==> src/rtl/regfile_wb_arbiter.sv <==
// Round-robin write-back arbiter sharing the register file's single write port
// between the ALU (port 0) and load (port 1) requesters. Optional macro: RFWB_R0_DISCARD_EN.
module regfile_wb_arbiter #(
  parameter int WIDTH     = 16,
  parameter int DEPTH     = 32,
  parameter int ADDR_SIZE = $clog2(DEPTH),
  parameter int CNT_WIDTH = 8
) (
  input  logic                 clk,
  input  logic                 rst,
  input  logic                 req0_valid,
  input  logic [ADDR_SIZE-1:0] req0_addr,
  input  logic [WIDTH-1:0]     req0_data,
  output logic                 req0_ready,
  input  logic                 req1_valid,
  input  logic [ADDR_SIZE-1:0] req1_addr,
  input  logic [WIDTH-1:0]     req1_data,
  output logic                 req1_ready,
  output logic                 rf_we,
  output logic [ADDR_SIZE-1:0] rf_addr,
  output logic [WIDTH-1:0]     rf_wdata,
  output logic [CNT_WIDTH-1:0] conflict_cnt
);

  localparam logic [CNT_WIDTH-1:0] CNT_MAX = {CNT_WIDTH{1'b1}};

  logic                 r_last;
  logic                 r_we;
  logic [ADDR_SIZE-1:0] r_addr;
  logic [WIDTH-1:0]     r_wdata;
  logic [CNT_WIDTH-1:0] r_cnt;

  logic                 w_grant0;
  logic                 w_grant1;
  logic                 w_xfer;
  logic [ADDR_SIZE-1:0] w_addr;
  logic [WIDTH-1:0]     w_data;
  logic                 w_we_next;
  logic                 w_both;

  // Grant selection: a lone requester wins; on a tie the port that did not win last time wins.
  always_comb begin
    w_grant0  = 1'b0;
    w_grant1  = 1'b0;
    w_addr    = req0_addr;
    w_data    = req0_data;
    w_we_next = 1'b0;
    w_both    = req0_valid & req1_valid;
    if (rst) begin
      w_grant0 = 1'b0;
      w_grant1 = 1'b0;
    end else begin
      w_grant0 = req0_valid & (~req1_valid | r_last);
      w_grant1 = req1_valid & (~req0_valid | ~r_last);
    end
    w_xfer = w_grant0 | w_grant1;
    if (w_grant1) begin
      w_addr = req1_addr;
      w_data = req1_data;
    end else begin
      w_addr = req0_addr;
      w_data = req0_data;
    end
`ifdef RFWB_R0_DISCARD_EN
    // r0 is hardwired to zero: complete the handshake but never enable the write.
    w_we_next = w_xfer & (w_addr != {ADDR_SIZE{1'b0}});
`else
    w_we_next = w_xfer;
`endif
  end

  // Round-robin pointer: remembers the most recently granted port.
  always_ff @(posedge clk or posedge rst) begin
    if (rst) begin
      r_last <= 1'b1;
    end else if (w_xfer) begin
      r_last <= w_grant1;
    end else begin
      r_last <= r_last;
    end
  end

  // Write-port register: address and data hold when no write is accepted.
  always_ff @(posedge clk or posedge rst) begin
    if (rst) begin
      r_we    <= 1'b0;
      r_addr  <= {ADDR_SIZE{1'b0}};
      r_wdata <= {WIDTH{1'b0}};
    end else if (w_xfer) begin
      r_we    <= w_we_next;
      r_addr  <= w_addr;
      r_wdata <= w_data;
    end else begin
      r_we    <= 1'b0;
      r_addr  <= r_addr;
      r_wdata <= r_wdata;
    end
  end

  // Contention counter: saturates rather than wrapping.
  always_ff @(posedge clk or posedge rst) begin
    if (rst) begin
      r_cnt <= {CNT_WIDTH{1'b0}};
    end else if (w_both && (r_cnt != CNT_MAX)) begin
      r_cnt <= r_cnt + {{(CNT_WIDTH-1){1'b0}}, 1'b1};
    end else begin
      r_cnt <= r_cnt;
    end
  end

  assign req0_ready   = w_grant0;
  assign req1_ready   = w_grant1;
  assign rf_we        = r_we;
  assign rf_addr      = r_addr;
  assign rf_wdata     = r_wdata;
  assign conflict_cnt = r_cnt;

endmodule

==> config.mk <==
export PLATFORM = sky130hd
export DESIGN_NAME = regfile_wb_arbiter
export DESIGN_NICKNAME = d
export VERILOG_FILES = /design/src/rtl/regfile_wb_arbiter.sv
export SDC_FILE = /design/constraint.sdc
export NUM_CORES = 1
export LEC_CHECK = 0
export CAP_MARGIN = 0
export CORE_ASPECT_RATIO = 0.9
export CORE_MARGIN = 4
export CORE_UTILIZATION = 43
export CTS_CLUSTER_DIAMETER = 100
export DETAILED_ROUTE_END_ITERATION = 8
export GPL_TIMING_DRIVEN = 0
export PLACE_DENSITY = 0.85
export SLEW_MARGIN = 10
export SYNTH_ARGS = -nofsm -noshare
export SYNTH_HDL_FRONTEND = slang
export SYNTH_SLANG_ARGS = --single-unit
==> constraint.sdc <==
create_clock -name clk -period 4.1 [get_ports clk]
set_clock_uncertainty 0.2 [all_clocks]
set_input_delay 1.23 -clock clk [delete_from_list [all_inputs] [get_ports clk]]
set_output_delay 1.23 -clock clk [all_outputs]
set_load 0.02 [all_outputs]
# == After elaboration in Yosys (flattened, before gate mapping) ==
# Cells that the tools add are included.
# totals
register_bits,31
latchBits,0
ram_bits,0
romBits,0
out_inout_bits,32
wordCells,22
memories,0
# op_classes
n_addsub,1
multipliers,0
n_div,0
order_cmp,0
eq_ne,1
n_shift,0
muxes,5
n_bitwise,9
n_reduce_logical,1
# op_table
op,count
two-way mux 16 bit,1
"adder 8 x 1 -> 8 bit, second input constant",1
"!= test 8 bit, second input constant",1
two-way mux 5 bit,1
AND 1 bit,3
two-way mux 1 bit,3
NOT 1 bit,3
bitwise OR 1 bit,3
logical AND 1 bit,1

# == Logic depth before layout (Yosys ltp) ==
# Gate-level depths: netlist of run 1.
# depth
ltp_word,6
mapped_depth,5

# == Worst setup path before layout of run 1 ==
# OpenSTA, ideal clock, no wires.
# synth_timing
path_type,in2out
startpoint,in rst
endpoint,out req1_ready
arrival_ns,1.867
slack_ns,0.803
stages,3
n_path_buf,1
cell_sequence,nand2b_1 -> buf_2 -> nor2_1
# synth_via
elab_chain_len,1
# synth_lines
item,line_no,source
start: declaration,10,"input logic rst,"
two-way mux 1 bit,49,if (rst) begin
end: declaration,18,"output logic req1_ready,"
# Every way passes these cells.

# == Worst setup path in the final report of run 1 ==
# Same ends and word-level chain as after synthesis.

==> results, run 1 <==
- The fmax is 256.3 MHz.
- Counting both buffers and inverters, the worst setup path holds a total of 3.
- The clock reaches the later pin of the worst-skew pair after 0.28 ns.
- The final cell count without fillers is 295.
- 0 antenna diodes ended up in the layout.
- In this run the register-to-register setup slack is 2.41 ns.
- Once placement completed, the tool counted placed cells totaling 287.
- Among all stages on the critical path, the largest delay is contributed by sky130_fd_sc_hd__clkdlybuf4s50_1.
- After floorplanning, the core was divided into 20 placement rows.
- By startpoint and endpoint, the worst setup path is classified as in2out.
- The analysis attributes to cell leakage a power of 0.9855 nW.
- For this run, the total global-route usage over all layers was measured as 0.2034.
- In this run, CTS created clock tree buffers numbering 5.
- In the final layout, the share of cells above drive strength 1 is 0.09960.
- The clock drives 31 sinks.
- The count of nets left with antenna violations once routing finished came out at 0.
- Summing all multi-input logic gate instances after layout gives 673.1 µm².
- The dominant register cell in the synthesized netlist is sky130_fd_sc_hd__dfrtp_1.
- The area of the mapped netlist is 1546 µm².
- The max-slew violation total from the final report is 0.
- The largest single stage delay on the critical path is 0.47 ns.
- Traced cell by cell, the critical path runs through clkdlybuf4s50_1, nand2b_1, clkbuf_4, nor2_1, clkbuf_2.
- The aggregate global routing overflow is 0.
- In this run the power density over the cells is 424.7 nW/µm².
- The final number of hold-violating endpoints was 0.
- The first detailed-routing pass took 5 iterations.
- At the worst endpoint, the required time is 2.67 ns.
- The H-tree depth is 2.
- The global routing met1 resource utilization is 0.2343.
- In this run, the number of DRC markers left after iteration 0 of detailed routing was 59.
- The run finished with clean final reports.
- TritonCTS built the clock tree.
- Once detailed placement completed, the half-perimeter wirelength came to 3309 µm.
- The width of the die is 71.22 µm.
- Setup repair after global routing left no endpoint under its margin.
- For this run, design rule violations remaining after detail routing come to 0.
- The final layout contains routed wiring with a total length of 4468 µm.
- The number of ports placed on the die boundary is 78.
- The global routing stage identified its most utilized layer as met2.
- STA puts the critical path data arrival time at 2.47 ns.
- The transition at the pin with the smallest max-transition slack is 0.6321 ns.
- The global-route track usage on met3 is 0.09302.
- The class of the tightest hold or removal check is reg2reg.
- The first global-routing pass estimated 7107 µm of wire.
- With fillers left out, the area of the finished cells amounts to 2450 µm².
- The async set-or-reset flop fraction in the synthesized netlist is 1.000.
- The number of global-route vias before repair came to 1,524.
- Timing analysis after detailed placement gives a worst setup slack of -0.3088 ns.
- The count of flip-flops with a built-in enable after synthesis is 0.
- The type of destination of the critical path is an output port.
- The synthesized design contains 31 register bits.
- The count of input and output buffers is 77.
- The core footprint is 3428 µm².
- Setup violations remaining at the end of the flow were counted as 0.
- In the routed layout, each cell is associated on average with a via count of 5.349.
- Leaving out fill and tap cells, the most frequent cells in the layout are 73 x sky130_fd_sc_hd__clkdlybuf4s50_1, 30 x sky130_fd_sc_hd__dfrtp_1, 24 x sky130_fd_sc_hd__nor2_1.
- The last weighted congestion value of the routability-driven placer is 0.8072.
- The critical path's top delay family is buffers and inverters.
- The number of antenna violations at the first check in global routing was 0.
- The tool flagged a number of max-cap violations equal to 0.
- Along the worst path, the maximum fanout reaches 10.
- The post-synthesis net count is 213.
- The most common cell after layout, fill and taps aside is sky130_fd_sc_hd__clkdlybuf4s50_1.
- The count of cell types in the netlist is 29.
- The sequential-to-total area share from yosys stat is 0.5024.
- Entering global routing, the biggest net connects 32 pins.
- The number of buffers added to fix hold violations after cts is 0.
- Of the available clock period, the critical path in the final layout requires 0.9518.
- The overall die area is 4622 µm².
- The effective utilization at floorplan is 0.4511.
- The wire length per cell after detailed routing is 15.15 µm.
- The die height is 64.90 µm.
- From synthesis to final layout, the design area changed by 58.41%.
- The root buffer cell is sky130_fd_sc_hd__clkbuf_8.
- STA classifies the critical path startpoint as a primary input.
- The worst path in the final design needs a cycle of 3.902 ns, including I/O delays and setup.
- The net total in the final layout is 297.
- Across all setup checks in the final design, the least slack found is 0.1978 ns.
- In the synthesized netlist, the number of instances is 166.
- The relative slew slack is 0.5780.
- The number of vias after detailed routing is 1,578.
- The placed instances occupy a cell area of 2372 µm².
- The total of fill cells in the finished design is 283.
- After clock tree synthesis, the clock-pin slew on the worst setup and hold paths is 0.06 ns.
- The count of synthesis-stage warnings from yosys is 0.
- The area taken by flip-flops and latches is 777.0 µm².
- For this run, global-route usage on met2 was measured as 0.3291.
- The synthesized area divided by synthesized cell count is 9.316 µm².
- The worst IR drop on VDD is 0.3213 mV.
- The largest buffer count on any clock path is 2.
timing repair:
item	in CTS	in global routing
buffers inserted	0	0
gates resized for setup	3	4
setup endpoints to repair	2	2
worst paths after layout:
path                            startpoint         endpoint  cells past startpoint
max                                    rst       req1_ready                      5
min                                 r_last           r_last                      2
max in group asynchronous              rst  conflict_cnt[4]                      2
min reg2reg                         r_last           r_last                      2
max reg2reg                conflict_cnt[0]  conflict_cnt[1]                      4
min in group asynchronous              rst       rf_addr[0]                      2
kinds of logic after synthesis:
kind of cell	after synthesis	share of synthesized area
DFF	31	0.5024
xor gates and xnor gates	5	0.02832
and+or+nand+nor	60	0.1853
adders and majority gates	1	0.008089
buffers and inverters	16	0.06230
AOI/OAI and AO/OA	51	0.1990
muxes	2	0.01456
cell type report:
class,instances,share of cell area
repair buffers,77,0.3126
flip-flops and latches,31,0.3172
multi-input cells,119,0.2748
inverters,3,0.004597
clock buffers,8,0.03269
plain buffers,13,0.03575
well taps,44,0.02247
tightest hold or removal path: stages (launching register included):
cell and delay (ns):
sky130_fd_sc_hd__dfstp_2 0.38, sky130_fd_sc_hd__nand2_1 0.05, sky130_fd_sc_hd__o21ai_0 0.07
sequential cells by signal, indices dropped and copies added, names as in the netlist:
signal and flops:
rf_wdata 16, conflict_cnt 8, rf_addr 5, r_last 1, rf_we 1
synth_stat cells, types with 2 or more instances:
master	count	area, µm²
sky130_fd_sc_hd__a21oi_1	2	10.01
sky130_fd_sc_hd__a31oi_1	22	137.6
sky130_fd_sc_hd__and4_1	2	17.52
sky130_fd_sc_hd__buf_2	4	20.02
sky130_fd_sc_hd__buf_4	4	30.03
sky130_fd_sc_hd__buf_6	2	22.52
sky130_fd_sc_hd__clkbuf_1	2	7.510
sky130_fd_sc_hd__dfrtp_1	30	750.7
sky130_fd_sc_hd__inv_1	3	11.26
sky130_fd_sc_hd__mux2_2	2	22.52
sky130_fd_sc_hd__nand2_1	3	11.26
sky130_fd_sc_hd__nand2b_1	2	12.51
sky130_fd_sc_hd__nand3_1	23	115.1
sky130_fd_sc_hd__nand4_1	3	18.77
sky130_fd_sc_hd__nor2_1	24	90.09
sky130_fd_sc_hd__o211ai_1	2	15.01
sky130_fd_sc_hd__o21ai_0	16	80.08
sky130_fd_sc_hd__o21ai_1	6	30.03
sky130_fd_sc_hd__xnor2_1	4	35.03
per-layer routing:
metal	up-vias	wire (µm)
met5	-	0
met3	6	426
met2	59	2115
met1	741	1859
li1	772	-
met4	0	66
report_power, final:
part | switching, mW | leakage, nW | internal [mW]
combinational | 0.188 | 0.587 | 0.200
sequential | 0.0591 | 0.359 | 0.369
clock | 0.104 | 0.0395 | 0.120
per-stage QoR:
stage	hold WS, ns	utilization	power (mW)	TNS [ns]
floorplan	0.2764	-	0.6211	0
global placement	0.2896	0.6920	0.8171	-0.3278
detailed placement	0.2992	0.6920	0.8254	-0.3517
CTS	0.3081	0.7142	1.054	0
global route	0.3579	0.7146	1.103	0
finish	0.3065	0.7146	1.040	0
(Power assumes the default switching activity.)
==> run 2, diff against run 1 <==
Settings changed: PLACE_DENSITY 0.85 to 0.86.
==> results, run 2 (same netlist as run 1, synthesis figures left out) <==
- The total of fill cells in the finished design was 267 (was 283).
- The number of antenna-violating nets in the routed design is 0 (unchanged).
- The clock input transition at the sequential cells of the worst setup and hold paths is 0.06 ns (about the same).
- The shortest period the worst path allows was 3.929 ns (was 3.902 ns).
- The power density relative to cell area came to 437.2 nW/µm² (was 424.7 nW/µm²).
- The die height is 64.90 µm (unchanged).
- The class of the most critical setup path is in2out (unchanged).
- Unrepaired setup endpoints after global routing: no (unchanged).
- The startpoint of the most critical hold path is r_last (unchanged).
- The wire length per cell after detailed routing is 15.18 µm (was 15.15 µm).
- The number of diodes added for antenna fixing is 0 (unchanged).
- The number of ports placed on the die boundary came to 78 (unchanged).
- The critical path data arrival time is 2.50 ns (was 2.47 ns).
- The iteration-0 DRC count of the detailed router is 79 (was 59).
- The class of the tightest hold or removal check was reg2reg (unchanged).
- The core footprint is 3428 µm² (unchanged).
- The flip-flop count of the largest register, all copies and words added is 16 (unchanged).
- The delay of the slowest critical-path stage is 0.55 ns (was 0.47 ns).
- Run status: complete, no violations (unchanged).
- The most common cell after layout, fill and taps aside is sky130_fd_sc_hd__clkdlybuf4s50_1 (unchanged).
- The number of failing setup endpoints in the final timing report is 0 (unchanged).
- The final cycle utilization of the critical path came to 0.9582 (was 0.9518).
- The type of destination of the critical path is an output port (unchanged).
- The endpoint of the worst hold path is r_last (unchanged).
- The growth of design area from synthesis to finish is 59.38% (was 58.41%).
- The ratio of cells with drive above 1 in the final layout is 0.1076 (was 0.09960).
- The largest net degree at the start of global routing came to 32 (unchanged).
- The clock sink count is 31 (unchanged).
- The worst IR drop on VDD is 0.2830 mV (was 0.3213 mV).
- The number of antenna violations at the first check in global routing was 0 (unchanged).
- The wire length after detailed routing came to 4477 µm (was 4468 µm).
- The post-CTS setup buffer count is 0 (unchanged).
- The relative slew slack is 0.5835 (was 0.5780).
- The wire length of the first global-routing pass is 7189 µm (was 7107 µm).
- The number of vias after detailed routing is 1,577 (was 1,578).
- The capture instance of the worst register-to-register path is conflict_cnt[1] (unchanged).
- The number of iterations in the first detailed-routing pass came to 4 (was 5).
- The H-tree depth is 2 (unchanged).
- The fmax is 254.5 MHz (was 256.3 MHz).
- The number of buffers added to fix hold violations after cts is 0 (unchanged).
- The effective utilization at floorplan is 0.4511 (unchanged).
- The final number of hold-violating endpoints is 0 (unchanged).
- The sum of net half-perimeters after detailed placement came to 3340 µm (was 3309 µm).
- Cell-by-cell trace of the critical path: clkdlybuf4s50_1, and2_2, buf_4, nor2_1, clkbuf_2 (was clkdlybuf4s50_1, nand2b_1, clkbuf_4, nor2_1, clkbuf_2).
- The critical register-to-register path startpoint is conflict_cnt[0] (unchanged).
- The clock tree from TritonCTS is yes (unchanged).
- The count of max-cap constraint violations is 0 (unchanged).
- The total leakage power was 0.9830 nW (was 0.9855 nW).
- The total global-route track usage is 0.2005 (was 0.2034).
- The slowest cell on the critical path is sky130_fd_sc_hd__clkdlybuf4s50_1 (unchanged).
- The count of input and output buffers was 77 (unchanged).
- The transition at the pin with the smallest max-transition slack was 0.6239 ns (was 0.6321 ns).
- The required time reported for the critical path endpoint was 2.67 ns (about the same).
- The number of global-route vias before repair is 1,525 (was 1,524).
- The site row count was 20 (unchanged).
- The number of cells on the worst hold path came to 2 (unchanged).
- The root buffer cell is sky130_fd_sc_hd__clkbuf_8 (unchanged).
- The depth of the worst register-to-register path is 4 (unchanged).
- The overall power is 1.078 mW (was 1.040 mW).
- The reg-to-reg setup timing slack came to 2.40 ns (was 2.41 ns).
- The last weighted congestion value of the routability-driven placer was 0.7330 (was 0.8072).
- The number of buffers added by the clock tree synthesis step came to 5 (unchanged).
- The max-slew violation total from the final report is 0 (unchanged).
- The width of the die was 71.22 µm (unchanged).
- The average vias per placed instance was 5.346 (was 5.349).
- The type of origin of the critical path is a primary input (unchanged).
- The overall die area is 4622 µm² (unchanged).
- The number of instances resized during post-cts repair is 3 (unchanged).
- The net total in the final layout is 297 (unchanged).
- The largest buffer count on any clock path was 2 (unchanged).
- The aggregate global routing overflow is 0 (unchanged).
- Leading cell types in the layout, fill and taps excluded: 74 x sky130_fd_sc_hd__clkdlybuf4s50_1, 30 x sky130_fd_sc_hd__dfrtp_1, 24 x sky130_fd_sc_hd__nor2_1 (was 73 x sky130_fd_sc_hd__clkdlybuf4s50_1, 30 x sky130_fd_sc_hd__dfrtp_1, 24 x sky130_fd_sc_hd__nor2_1).
- The insertion delay of the later-clocked pin in the worst-skew pair is 0.28 ns (about the same).
- The DRC violations left is 0 (unchanged).
- The peak fanout along the critical path is 10 (unchanged).
- The final standard cell utilization of the core is 0.7190 (was 0.7146).
-- run 2: cell count changes in the layout (fill, tap and decap cells not counted), sizes merged --
cell           delta
buf               +1
clkbuf            -1
dlymetal6s2s      -1
clkdlybuf4s50     +1
-- run 2: report_power, final --
group          internal [mW]  switching, mW  leakage, nW
clock                  0.153          0.107       0.0515
sequential             0.369         0.0594        0.359
combinational          0.200          0.189        0.573
-- run 2: layer usage --
metal | wire length (µm) | GRT usage | vias to the layer above
li1 | - | - | 771
met1 | 1888 | 0.2485 | 732
met2 | 2189 | 0.3280 | 66
met3 | 317 | 0.06202 | 8
met4 | 82 | 0.07277 | 0
met5 | 0 | 0 | -
-- run 2: worst max path at each step --
stage                    start         end  slack [ns]  cells after the start
finish              req0_valid  req1_ready        0.17                      5
global route               rst  req1_ready         0.1                      5
CTS                 req0_valid  req1_ready       0.008                      5
detailed placement  req1_valid  req1_ready       -0.28                      5
global placement    req1_valid  req1_ready       -0.28                      5
floorplan                  rst  req1_ready        0.80                      3
-- run 2: per-stage QoR --
stage / hold slack (ns) / setup TNS [ns] / setup slack [ns] / instances / area, µm²
CTS: 0.3051 / 0 / 0.008348 / 295 / 2469
floorplan: 0.2764 / 0 / 0.8033 / 166 / 1546
global route: 0.3327 / 0 / 0.09650 / 295 / 2465
global placement: 0.2905 / -0.3374 / -0.2849 / 287 / 2372
finish: 0.3010 / 0 / 0.1714 / 295 / 2465
detailed placement: 0.2951 / -0.3385 / -0.2779 / 287 / 2372
-- run 2: critical path: cells and delay by family --
kind	cells	cell delay, ns
buffers and inverters	3	0.90
and+or+nand+nor	2	0.36
-- run 2: final cells by class --
type | count | area [µm²] | share of cell area
well taps | 44 | 55.05 | 0.02234
multi-input cells | 119 | 673.1 | 0.2731
flip-flops and latches | 31 | 777.0 | 0.3152
clock buffers | 8 | 100.1 | 0.04061
plain buffers | 13 | 85.08 | 0.03452
repair buffers | 77 | 763.2 | 0.3096
inverters | 3 | 11.26 | 0.004569
==> run 3, diff against run 2 <==
--- a/config.mk
+++ b/config.mk
@@ -9,9 +9,9 @@
 export CORE_ASPECT_RATIO = 0.9
 export CORE_MARGIN = 4
-export CORE_UTILIZATION = 43
-export CTS_CLUSTER_DIAMETER = 100
+export CORE_UTILIZATION = 40
+export CTS_CLUSTER_DIAMETER = 40
 export DETAILED_ROUTE_END_ITERATION = 8
 export GPL_TIMING_DRIVEN = 0
-export PLACE_DENSITY = 0.86
+export PLACE_DENSITY = 0.81
 export SLEW_MARGIN = 10
 export SYNTH_ARGS = -nofsm -noshare
==> constraint.sdc (replaced) <==
create_clock -name clk -period 4.5 [get_ports clk]
set_clock_uncertainty 0.2 [all_clocks]
set_input_delay 1.35 -clock clk [delete_from_list [all_inputs] [get_ports clk]]
set_output_delay 1.35 -clock clk [all_outputs]
set_load 0.01 [all_outputs]
==> results, run 3 (same netlist as run 1, synthesis figures left out) <==
- The average vias per placed instance is 5.308 (was 5.346).
- The met2 routed wirelength is 2005 µm (was 2189 µm).
- The sum of net half-perimeters after detailed placement is 3204 µm (was 3340 µm).
- The shortest period the worst path allows is 4.248 ns.
- The cell area reported after detailed placement came to 2375 µm² (was 2372 µm²).
- The overall die area is 4926 µm² (was 4622 µm²).
- The iteration-0 DRC count of the detailed router is 75 (was 79).
- The final cell count without fillers came to 295 (unchanged).
- The wire length of the first global-routing pass came to 7072 µm (was 7189 µm).
- The clock input transition at the sequential cells of the worst setup and hold paths is 0.06 ns (about the same).
- The growth of design area from synthesis to finish is 58.41% (was 59.38%).
- The largest net degree at the start of global routing is 32 (unchanged).
- The number of diodes added for antenna fixing is 0 (unchanged).
- The number of buffers added by the clock tree synthesis step came to 5 (unchanged).
- The multi-input combinational cell area is 675.6 µm² (was 673.1 µm²).
- The last weighted congestion value of the routability-driven placer is 0.8065 (was 0.7330).
- The relative slew slack is 0.5680 (was 0.5835).
- The largest buffer count on any clock path is 2 (unchanged).
- The cell total after placement came to 289 (was 287).
- The total leakage power is 0.9807 nW (was 0.9830 nW).
- The ratio of cells with drive above 1 in the final layout came to 0.1004 (was 0.1076).
- Run status: complete, no violations (unchanged).
- The clock tree from TritonCTS is yes (unchanged).
- Dividing the final minimum period by the clock period gives 0.9441.
- Unrepaired setup endpoints after global routing: no (unchanged).
- The number of buffers added to fix hold violations after cts is 0 (unchanged).
- The flip-flop count of the largest register, all copies and words added is 16 (unchanged).
- The type of origin of the critical path is a primary input (unchanged).
- The number of buffer and inverter stages on the critical path is 2 (was 3).
- The delay of the slowest critical-path stage is 0.56 ns (was 0.55 ns).
- The wire length per cell after detailed routing is 14.82 µm (was 15.18 µm).
- The required time reported for the critical path endpoint was 2.95 ns (was 2.67 ns).
- The power density relative to cell area is 364.8 nW/µm² (was 437.2 nW/µm²).
- The most frequent cell on the critical path is sky130_fd_sc_hd__clkdlybuf4s50_1.
- Leading cell types in the layout, fill and taps excluded: 74 x sky130_fd_sc_hd__clkdlybuf4s50_1, 30 x sky130_fd_sc_hd__dfrtp_1, 24 x sky130_fd_sc_hd__nor2_1 (unchanged).
- The final standard cell utilization of the core is 0.6566 (was 0.7190).
- The number of ports placed on the die boundary is 78 (unchanged).
- The area taken by flip-flops and latches is 777.0 µm² (unchanged).
- The count of input and output buffers is 77 (unchanged).
- The effective utilization at floorplan was 0.4145 (was 0.4511).
- Cell-by-cell trace of the critical path: clkdlybuf4s50_1, nand2b_1, a21oi_1, clkdlybuf4s50_1 (was clkdlybuf4s50_1, and2_2, buf_4, nor2_1, clkbuf_2).
- Based on the critical path, the design can be clocked at up to 235.4 MHz.
- The transition at the pin with the smallest max-transition slack is 0.6470 ns (was 0.6239 ns).
- The number of failing setup endpoints in the final timing report is 0 (unchanged).
- The class of the most critical setup path is in2out (unchanged).
- The worst slack on hold paths is 0.3126 ns (was 0.3010 ns).
- The slowest cell on the critical path is sky130_fd_sc_hd__clkdlybuf4s50_1 (unchanged).
- The root buffer cell is sky130_fd_sc_hd__clkbuf_8 (unchanged).
- The critical path data arrival time is 2.70 ns (was 2.50 ns).
- The net total in the final layout is 297 (unchanged).
- The number of antenna-violating nets in the routed design is 0 (unchanged).
- The class of the tightest hold or removal check was reg2reg (unchanged).
- The total global-route track usage came to 0.1872 (was 0.2005).
- The clock sink count is 31 (unchanged).
- The peak fanout along the critical path is 5 (was 10).
- The length of routed met3 wiring is 411 µm (was 317 µm).
- The width of the die is 73.54 µm (was 71.22 µm).
- The die height came to 66.99 µm (was 64.90 µm).
- The core footprint is 3731 µm² (was 3428 µm²).
- The critical register-to-register path startpoint is conflict_cnt[0] (unchanged).
- The count of max-cap constraint violations is 0 (unchanged).
- The type of destination of the critical path is an output port (unchanged).
- The aggregate global routing overflow came to 0 (unchanged).
- The most common cell after layout, fill and taps aside is sky130_fd_sc_hd__clkdlybuf4s50_1 (unchanged).
- The number of iterations in the first detailed-routing pass was 4 (unchanged).
- The wire length after detailed routing is 4373 µm (was 4477 µm).
- The met1 wire length is 1934 µm (was 1888 µm).
- The startpoint of the most critical hold path is r_last (unchanged).
- The H-tree depth is 2 (unchanged).
- The DRC violations left came to 0 (unchanged).
- The number of vias after detailed routing is 1,566 (was 1,577).
- The final number of hold-violating endpoints came to 0 (unchanged).
- The max-slew violation total from the final report is 0 (unchanged).
- The number of global-route vias before repair was 1,500 (was 1,525).
- The critical path's top delay family is buffers and inverters (unchanged).
- The insertion delay of the later-clocked pin in the worst-skew pair is 0.27 ns (was 0.28 ns).
- The summed area of non-filler cells in the final layout is 2450 µm² (was 2465 µm²).
- The highest routed metal layer is met4 (unchanged).
- The total of fill cells in the finished design is 331 (was 267).
- The site row count is 21 (was 20).
- The startpoint of the most critical setup path is rst (was req0_valid).
- The worst IR drop on VDD is 0.1756 mV (was 0.2830 mV).
- The number of antenna violations at the first check in global routing is 0 (unchanged).
run 3: layout make-up:
class,instances,share of cell area
multi-input cells,119,0.2758
inverters,3,0.004597
repair buffers,77,0.3146
well taps,46,0.02349
flip-flops and latches,31,0.3172
clock buffers,6,0.02962
plain buffers,13,0.03473
run 3: worst min-delay path: stages, from the launching register on:
cell                      delay [ns]
sky130_fd_sc_hd__dfstp_2        0.38
sky130_fd_sc_hd__nand2_1        0.05
sky130_fd_sc_hd__o21ai_0        0.07
run 3: report_power, final:
group          internal [mW]  switching, mW
Sequential             0.336         0.0536
Clock                  0.103         0.0918
Combinational          0.182          0.127
run 3: metal layers:
metal	vias up	track usage
met5	-	0
met4	0	0.05430
met3	3	0.06787
met2	59	0.2854
met1	737	0.2470
li1	767	-
run 3: path summary, 6_finish.rpt:
check / end / slack (ns) / depth (start not counted)
max: req0_ready / 0.25 / 4
min: r_last / 0.31 / 2
max reg2reg: conflict_cnt[1] / 2.83 / 4
min reg2reg: r_last / 0.31 / 2
max in group asynchronous: conflict_cnt[4] / 2.31 / 2
min in group asynchronous: rf_wdata[10] / 1.37 / 2
run 3: repair_timing:
item | 4_1_cts | 5_1_grt
endpoints found under the hold margin | 0 | 0
setup buffers | 0 | 0
endpoints found under the setup margin | 1 | 1
resized for setup | 2 | 2
run 3: metrics by stage:
stage / total power [mW] / TNS, ns / setup slack (ns)
finish: 0.8938 / 0 / 0.2517
global route: 0.9512 / 0 / 0.1613
CTS: 0.9030 / 0 / 0.01926
detailed placement: 0.7074 / -0.05658 / -0.05658
global placement: 0.7017 / -0.06538 / -0.06538
floorplan: 0.5237 / 0 / 1.086
